### src/rtl/core_run_ctrl.sv
// core_run_ctrl: launch/halt control and run statistics for the 9-bit core.
// Optional watchdog halt (cause 3) is built only when CORE_RUN_WATCHDOG_EN is defined.
module core_run_ctrl #(
  parameter int PC_W       = 8,
  parameter int INSTR_W    = 9,
  parameter int PC_LIMIT   = 2**PC_W-1,
  parameter int HALT_ZEROS = 1,
  parameter int CYC_W      = 16,
  parameter int TIMEOUT    = 1000
) (
  input  logic               clk,
  input  logic               reset,
  input  logic               start,
  input  logic [PC_W-1:0]    pc,
  input  logic [INSTR_W-1:0] instr,
  input  logic               stall,
  output logic               core_reset,
  output logic               run_en,
  output logic               done,
  output logic [1:0]         halt_cause,
  output logic [CYC_W-1:0]   cycle_count,
  output logic [CYC_W-1:0]   instr_count
);

  typedef enum logic [1:0] {
    IDLE  = 2'd0,
    CLEAR = 2'd1,
    RUN   = 2'd2,
    DONE  = 2'd3
  } state_e;

  localparam logic [1:0] CAUSE_NONE = 2'd0;
  localparam logic [1:0] CAUSE_PC   = 2'd1;
  localparam logic [1:0] CAUSE_ZERO = 2'd2;
  localparam logic [1:0] CAUSE_WD   = 2'd3;

  localparam logic [CYC_W-1:0] CNT_MAX = '1;
  localparam logic [CYC_W-1:0] CNT_ONE = CYC_W'(1);
  localparam logic [PC_W-1:0]  PC_LIM  = PC_W'(PC_LIMIT);
  localparam logic [3:0]       ZR_LAST = 4'(HALT_ZEROS-1);

  state_e state_q, state_d;

  logic             start_q;
  logic             launch;
  logic             in_run;
  logic             retire;
  logic             instr_zero;
  logic             hit_pc;
  logic             hit_zero;
  logic             hit_wd;
  logic             halt;

  logic             core_reset_q, core_reset_d;
  logic             run_en_q, run_en_d;
  logic             done_q, done_d;
  logic [1:0]       cause_q, cause_d;
  logic [3:0]       zero_run_q, zero_run_d;
  logic [CYC_W-1:0] cyc_q, cyc_d;
  logic [CYC_W-1:0] ins_q, ins_d;

  assign launch     = start & ~start_q;
  assign in_run     = (state_q == RUN);
  assign retire     = in_run & ~stall;
  assign instr_zero = (instr == '0);

  assign hit_pc   = retire & (pc == PC_LIM);
  assign hit_zero = retire & instr_zero & (zero_run_q == ZR_LAST);

`ifdef CORE_RUN_WATCHDOG_EN
  localparam logic [CYC_W-1:0] WD_LAST = CYC_W'(TIMEOUT-1);

  // Watchdog counts stalled cycles too, so it looks at cycle_count only.
  assign hit_wd = in_run & (cyc_q == WD_LAST);
`else
  logic unused_timeout;

  assign unused_timeout = ^TIMEOUT;
  assign hit_wd         = 1'b0;
`endif

  assign halt = hit_pc | hit_zero | hit_wd;

  // State, edge detector, registered outputs and run statistics.
  always_ff @(posedge clk or posedge reset) begin
    if (reset) begin
      state_q      <= IDLE;
      start_q      <= 1'b0;
      core_reset_q <= 1'b1;
      run_en_q     <= 1'b0;
      done_q       <= 1'b0;
      cause_q      <= CAUSE_NONE;
      zero_run_q   <= 4'd0;
      cyc_q        <= '0;
      ins_q        <= '0;
    end else begin
      state_q      <= state_d;
      start_q      <= start;
      core_reset_q <= core_reset_d;
      run_en_q     <= run_en_d;
      done_q       <= done_d;
      cause_q      <= cause_d;
      zero_run_q   <= zero_run_d;
      cyc_q        <= cyc_d;
      ins_q        <= ins_d;
    end
  end

  // Next state: launch only from IDLE/DONE, CLEAR is a single cycle.
  always_comb begin
    state_d = state_q;
    unique case (state_q)
      IDLE:    if (launch) state_d = CLEAR;
      CLEAR:   state_d = RUN;
      RUN:     if (halt) state_d = DONE;
      DONE:    if (launch) state_d = CLEAR;
      default: state_d = IDLE;
    endcase
  end

  // Output and counter next values, decoded from the upcoming state.
  always_comb begin
    core_reset_d = 1'b0;
    run_en_d     = 1'b0;
    done_d       = 1'b0;
    cause_d      = cause_q;
    zero_run_d   = zero_run_q;
    cyc_d        = cyc_q;
    ins_d        = ins_q;

    unique case (state_d)
      IDLE:    core_reset_d = 1'b1;
      CLEAR:   core_reset_d = 1'b1;
      RUN:     run_en_d     = 1'b1;
      DONE:    done_d       = 1'b1;
      default: core_reset_d = 1'b1;
    endcase

    if (state_d == CLEAR) begin
      cause_d    = CAUSE_NONE;
      zero_run_d = 4'd0;
      cyc_d      = '0;
      ins_d      = '0;
    end else if (in_run) begin
      if (cyc_q != CNT_MAX)
        cyc_d = cyc_q + CNT_ONE;

      if (retire) begin
        if (ins_q != CNT_MAX)
          ins_d = ins_q + CNT_ONE;
        if (instr_zero)
          zero_run_d = zero_run_q + 4'd1;
        else
          zero_run_d = 4'd0;
      end

      if (hit_pc)
        cause_d = CAUSE_PC;
      else if (hit_zero)
        cause_d = CAUSE_ZERO;
      else if (hit_wd)
        cause_d = CAUSE_WD;
    end
  end

  assign core_reset  = core_reset_q;
  assign run_en      = run_en_q;
  assign done        = done_q;
  assign halt_cause  = cause_q;
  assign cycle_count = cyc_q;
  assign instr_count = ins_q;

endmodule

### config.mk
export PLATFORM = sky130hd
export DESIGN_NAME = core_run_ctrl
export DESIGN_NICKNAME = d
export VERILOG_FILES = /design/src/rtl/core_run_ctrl.sv
export SDC_FILE = /design/constraint.sdc
export NUM_CORES = 1
export LEC_CHECK = 0
export CORE_UTILIZATION = 40
export DETAILED_ROUTE_END_ITERATION = 8
export GPL_ROUTABILITY_DRIVEN = 0
export PLACE_DENSITY = 0.78
export SKIP_LAST_GASP = 1
export SLEW_MARGIN = 40
export SYNTH_ARGS = -nofsm -noshare
export SYNTH_HDL_FRONTEND = slang
export SYNTH_SLANG_ARGS = --single-unit
### constraint.sdc
create_clock -name clk -period 2 [get_ports clk]
set_clock_uncertainty 0.05 [all_clocks]
set_input_delay 0.4 -clock clk [delete_from_list [all_inputs] [get_ports clk]]
set_output_delay 0.4 -clock clk [all_outputs]
set_load 0.02 [all_outputs]
; ---- Word level (Yosys, flattened, before mapping)
; Index checks and enable logic that the tools add are counted.
; W data, S select, Z words.
[classes]
n_addsub = 3
eq_ne = 9
muxes = 21
bitwise = 8
reduce_logical = 15
[op_table]
columns = operator, n
row1 = $mux W16, 7
row2 = $add A16 B1 Y16 const B, 2
row3 = $ne A16 B16 Y1 const B, 2
row4 = $mux W4, 4
row5 = $mux W2, 6
row6 = $logic_not A9 Y1, 1
row7 = $eq A2 B2 Y1 const B, 4
row8 = $eq A8 B8 Y1 const B, 1
row9 = $reduce_bool A2 Y1, 4
row10 = $pmux W2 S3, 1
row11 = $reduce_and A2 Y1, 3
row12 = $and A1 B1 Y1, 5
row13 = $add A4 B1 Y4 const B, 1
row14 = $eq A2 B1 Y1 const B, 2
row15 = $logic_not A2 Y1, 2
row16 = $logic_not A4 Y1, 1
row17 = $reduce_or A2 Y1, 2
row18 = $mux W1, 3
row19 = $reduce_and A3 Y1, 1
row20 = $reduce_bool A3 Y1, 1
row21 = $not A1 Y1, 2
row22 = $or A1 B1 Y1, 1
[word_totals]
ff_bits = 44
input_bits = 21
out_inout_bits = 37
elab_cells = 65

; ---- Longest topological paths before layout
[logic_depth]
word_depth = 10
depth_mapped = 9
depth_no_buf = 6

; ---- Least setup slack after synthesis
; No wires, ideal clock.
[synth_path]
path_kind = register to register
startpoint = register ins_q[0] (netlist: instr_count[0])
endpoint = register ins_q[0] (netlist: instr_count[0])
setup_time_ns = 0.127
arrival_ns = 1.856
t_required_ns = 1.823
path_slack_ns = -0.033
stages_incl_launch_ff = 6
path_buffers = 0
period_less_slack_ns = 2.033
path_cell_list = dfrtp_1 ha_1 nand3_1 nor4_1 a211o_1 a31oi_1
[synth_between]
elab_chain_cells = 5
elab_cells_between_ends = 8
cone_classes = 1 x add/sub / 1 x eq/ne / 4 x mux / 2 x reduce/logical
[synth_rtl]
columns = element, line
row1 = from (decl), 60  ; logic [CYC_W-1:0] ins_q, ins_d;
row2 = from (signal assigned), 105  ; ins_q <= ins_d;
row3 = $add A16 B1 Y16, 150  ; ins_d = ins_q + CNT_ONE;
row4 = $mux W16, 149  ; if (ins_q != CNT_MAX)
row5 = $mux W16, 148  ; if (retire) begin
row6 = $mux W16, 144  ; end else if (in_run) begin
row7 = $mux W16, 139  ; if (state_d == CLEAR) begin
; Parallel ways exist; a longest one is shown, timed or not. The select of a mux whose other input is x is not followed.
; A chain may end at the register's enable or synchronous reset.

; ---- Final worst setup path
[layout_path]
startpoint = register state_q[0]
endpoint = register cyc_q[1] (netlist: cycle_count[1])
[layout_between]
elab_chain_cells = 10
elab_cells_between_ends = 18
cone_classes = 4 x eq/ne / 4 x mux / 5 x bitwise / 5 x reduce/logical
[layout_rtl]
columns = element, line
row1 = from (decl), 42  ; state_e state_q, state_d;
row2 = from (signal assigned), 97  ; state_q <= state_d;
row3 = $eq A2 B2 Y1, "63, 112"
row4 = $and A1 B1 Y1, 64  ; assign retire = in_run & ~stall;
row5 = $and A1 B1 Y1 (2 in series), 68  ; assign hit_zero = retire & instr_zero & (zero_run_q == ZR_LAST);
row6 = $or A1 B1 Y1, 82  ; assign halt = hit_pc | hit_zero | hit_wd;
row7 = $mux W2, 115  ; RUN: if (halt) state_d = DONE;
row8 = $pmux W2 S3, 112  ; unique case (state_q)
row9 = $eq A2 B1 Y1, 139
row10 = $reduce_bool A2 Y1 (no source line), -
row11 = $reduce_and A2 Y1 (no source line), -
row12 = to (signal assigned), 104  ; cyc_q <= cyc_d;
row13 = to (decl), 59  ; logic [CYC_W-1:0] cyc_q, cyc_d;
; Parallel ways exist; a longest one is shown, timed or not.

==> impl_metrics.csv <==
group,metric,value,unit
critical_path,cp-end-kind,"flop",
layout,area_growth,45.3,%
sta,timing.slew.headroom,63.6,%
worst_hold_path,worstHoldPathType,"input pin to asynchronous set/reset pin",
synth,avgSynthCellArea,9.29,um^2
grt,first_global_vias,2325,
clocking,cts_tree,"yes",
critical_path,arrival,2.08,ns
routing,drt-pass1-iter-count,4,
layout,antenna_cells,0,
pwr,pwr-share-clk,16.9,%
routing,vias,2526,
layout,stdcell_count,430,
die,start_util,41.6,%
critical_path,crit_fanout,13,
clocking,cts-buffers-inserted,5,
critical_path,reg2regPathDepth,7,
pwr,leakage,1.42,nW
synth,synth_xor_area_share,0,%
pwr,power_frac_seq,35.0,%
synth,synth.cell_area,0.00248,mm^2
critical_path,path_class,"flop to flop",
synth,synth-seq-cells,44,
clocking,cts_htree_levels,2,
layout,layout-drive-gt1-share,18.0,%
synth,ys_types,46,
critical_path,r2r-start,"state_q[0]$_DFF_PP0_",
synth,synth_area_leaders,"dfrtp_1, a21oi_1, a31oi_1",
critical_path,r2r-end,"cycle_count[1]$_DFFE_PP0P_",
clocking,cts_buffer_depth,2,
synth,synth_top_cell_by_area,"dfrtp_1",
synth,synthArstFlopShare,100,%
critical_path,reg2reg_slack,0.04,ns
die,die_area,0.00652,mm^2
layout,fin_nets,382,
grt,grt_use_total,21.0,%
synth,synth_top_area_share,43.4,%
die,die_x,80.7,um
grt,grt_max_degree,45,
pwr,power_density,951,mW/mm^2
sta,worst_pin_slew,0.544,ns
clocking,ctsHoldBuffers,0,
sta,fmax,509,MHz
grt,grt_pass1_wl,10700,um
grt,grt.overflow.total,0,
clocking,clkSinkCount,44,
routing,wl,6730,um
pwr,switching_power,0.00126,W
critical_path,cp.required,2.12,ns
sta,setup_violations,0,
pwr,peakVddDrop,0.000527,V
synth,ys_top_cells_by_count,"dfrtp_1, a21oi_1, nand2_1",
critical_path,critPathLaunch,"state_q[0]$_DFF_PP0_",
synth,synth_top_family_by_area,"simple AND/OR/NAND/NOR gates",
synth,synth_fa_ha_area_share,3.53,%
place,port_buffers,57,
synth,synth_compound_area_share,19.6,%
die,fp.dieH,80.7,um
die,pin_count,58,
pwr,p_int,0.00217,W
place,place_inst,420,
routing,drcViolationCount,0,
sta,fin_crit,1.96,ns
routing,wl_per_cell,15.7,um
synth,muxShareOfSynthArea,0,%
sta,final_max_slew_viol_count,0,
clocking,cts.reportedPaths.clkPinSlew,0.08,ns
synth,syn_inst,267,
synth,yosysSeqAreaShare,44.5,%
sta,finalHoldWorstSlack,0.406,ns
critical_path,setup.worst_path.start_class,"flop",
clocking,cts_setup_buffers,0,
run,cap_violations,0,
synth,synth_nets,295,
critical_path,critPathCapture,"cycle_count[1]$_DFFE_PP0P_",
synth,synth_edf_count,0,
place,dpl.hpwl,4510,um
routing,antenna_left,0,
sta,timing.final.crit_share,98.2,%
synth,yosysMostFrequentCell,"dfrtp_1",
routing,viasPerCell,5.87,
clocking,clk_latency,0.30,ns
clocking,root_buffer,"clkbuf_8",
pwr,pwr-share-comb,48.0,%
die,core_area,0.00596,mm^2
synth,ys.flop_type,"dfrtp_1",
synth,yosys_warnings,0,
sta,hold_viol_final,0,
routing,drtIter0Drc,252,
pwr,swShare,36.8,%
synth,yosys.area_share.simple,28.8,%
grt,antenna_found_initial,0,
sta,rsz0062_at_grt,"yes",
outcome,status,"completed",
die,rows,28,
## final cells by class
| class | count | area [um^2] |
|---|---|---|
| fillers | 510 | 2350 |
| multi-input cells | 202 | 1390 |
| flip-flops and latches | 44 | 1100 |
| repair buffers | 89 | 877 |
| well taps | 75 | 93.8 |
| clock buffers | 8 | 90.1 |
| inverters | 12 | 45.0 |
## cells by family after synthesis
family	Yosys count
flops	44
compound gates	78
buf+inv	21
fa+ha+maj	7
simple gates	117
## placed cells by master (no fill, tap or decap), types with 2 or more instances in the layout
| master | n |
|---|---|
| nor2b_1 | 4 |
| nor3_2 | 2 |
| nor3_1 | 10 |
| buf_4 | 27 |
| or3_4 | 2 |
| nand4_1 | 8 |
| a31oi_1 | 13 |
| o21ai_0 | 11 |
| nand3b_1 | 2 |
| a211oi_1 | 3 |
| and2_1 | 5 |
| and3_1 | 4 |
| or3_1 | 11 |
| or4_1 | 5 |
| o31ai_1 | 4 |
| nand2_1 | 20 |
| inv_1 | 11 |
| a21oi_2 | 5 |
| clkbuf_16 | 2 |
| clkdlybuf4s50_1 | 56 |
| nor4_2 | 2 |
| clkbuf_8 | 6 |
| nand4_4 | 2 |
| a41oi_1 | 2 |
| buf_12 | 2 |
| nor4b_1 | 2 |
| a21o_1 | 2 |
| a211o_1 | 2 |
| a21boi_0 | 2 |
| ha_1 | 6 |
| nor4_1 | 3 |
| nand3_1 | 14 |
| o41ai_1 | 3 |
| nor2_1 | 6 |
| and4_1 | 4 |
| clkbuf_1 | 2 |
| nand2b_1 | 3 |
| a21oi_1 | 23 |
| dfrtp_1 | 43 |
## sequential cells by signal, summed over array words and instances, names as in the netlist
| name | count |
|---|---|
| cycle_count | 16 |
| done | 1 |
| run_en | 1 |
| start_q | 1 |
| instr_count | 16 |
| halt_cause | 2 |
| zero_run_q | 4 |
| core_reset | 1 |
| state_q | 2 |
## through the flow
| stage | worst slack (ns) | util, % | power (W) | area (um^2) | setup TNS [ns] |
|---|---|---|---|---|---|
| 5_1_grt | -0.0751 | 60.5 | 0.00364 | 3600 | -1.79 |
| 4_1_cts | 0.0364 | 58.2 | 0.00329 | 3470 | 0 |
| 3_3_place_gp | -0.164 | 56.4 | 0.00262 | 3360 | -5.73 |
| 3_5_place_dp | -0.221 | 56.4 | 0.00267 | 3360 | -7.51 |
| 2_1_floorplan | 0.0158 | - | 0.00195 | 2490 | 0 |
| 6_report | 0.0357 | 60.5 | 0.00343 | 3600 | 0 |
## how the worst min path moves through the flow
stage | startpoint | end | slack, ns | depth (start not counted)
after floorplan | start | start_q$_DFF_PP0_ | 0.38 | 0
after global placement | halt_cause[0]$_DFFE_PP0P_ | halt_cause[0]$_DFFE_PP0P_ | 0.49 | 2
after detailed placement | halt_cause[0]$_DFFE_PP0P_ | halt_cause[0]$_DFFE_PP0P_ | 0.50 | 2
after CTS | reset | cycle_count[1]$_DFFE_PP0P_ | 0.42 | 3
after global routing | reset | cycle_count[4]$_DFFE_PP0P_ | 0.44 | 3
final | reset | cycle_count[1]$_DFFE_PP0P_ | 0.41 | 3
## critical path: stages (launching register included)
cell,delay [ns]
dfrtp_1,0.40
inv_2,0.09
ha_4,0.18
nand2b_1,0.09
or3_4,0.42
a31oi_4,0.33
clkbuf_16,0.24
a21oi_1,0.04
## routing by layer
metal	vias up	GRT usage (%)	wire (um)
met5	-	0	0
met4	0	5.89	93
met3	11	3.48	318
met2	76	35.7	3420
met1	1240	27.6	2900
li1	1199	-	-
## power groups by stage
| stage | registers, W | logic (W) | clock network, W |
|---|---|---|---|
| after floorplan | 0.00140 | 0.000546 | 0 |
| after global placement | 0.00120 | 0.00142 | 0 |
| after detailed placement | 0.00121 | 0.00146 | 0 |
| after CTS | 0.00120 | 0.00150 | 0.000594 |
| after global routing | 0.00122 | 0.00179 | 0.000631 |
| final | 0.00120 | 0.00165 | 0.000581 |
## what timing repair did
item,4_1_cts,5_1_grt
endpoints found under the hold margin,0,0
pin swaps,1,2
setup endpoints to repair,40,41
gates cloned,0,2
gates resized for setup,3,18
Power figures use the tool's default switching activity.
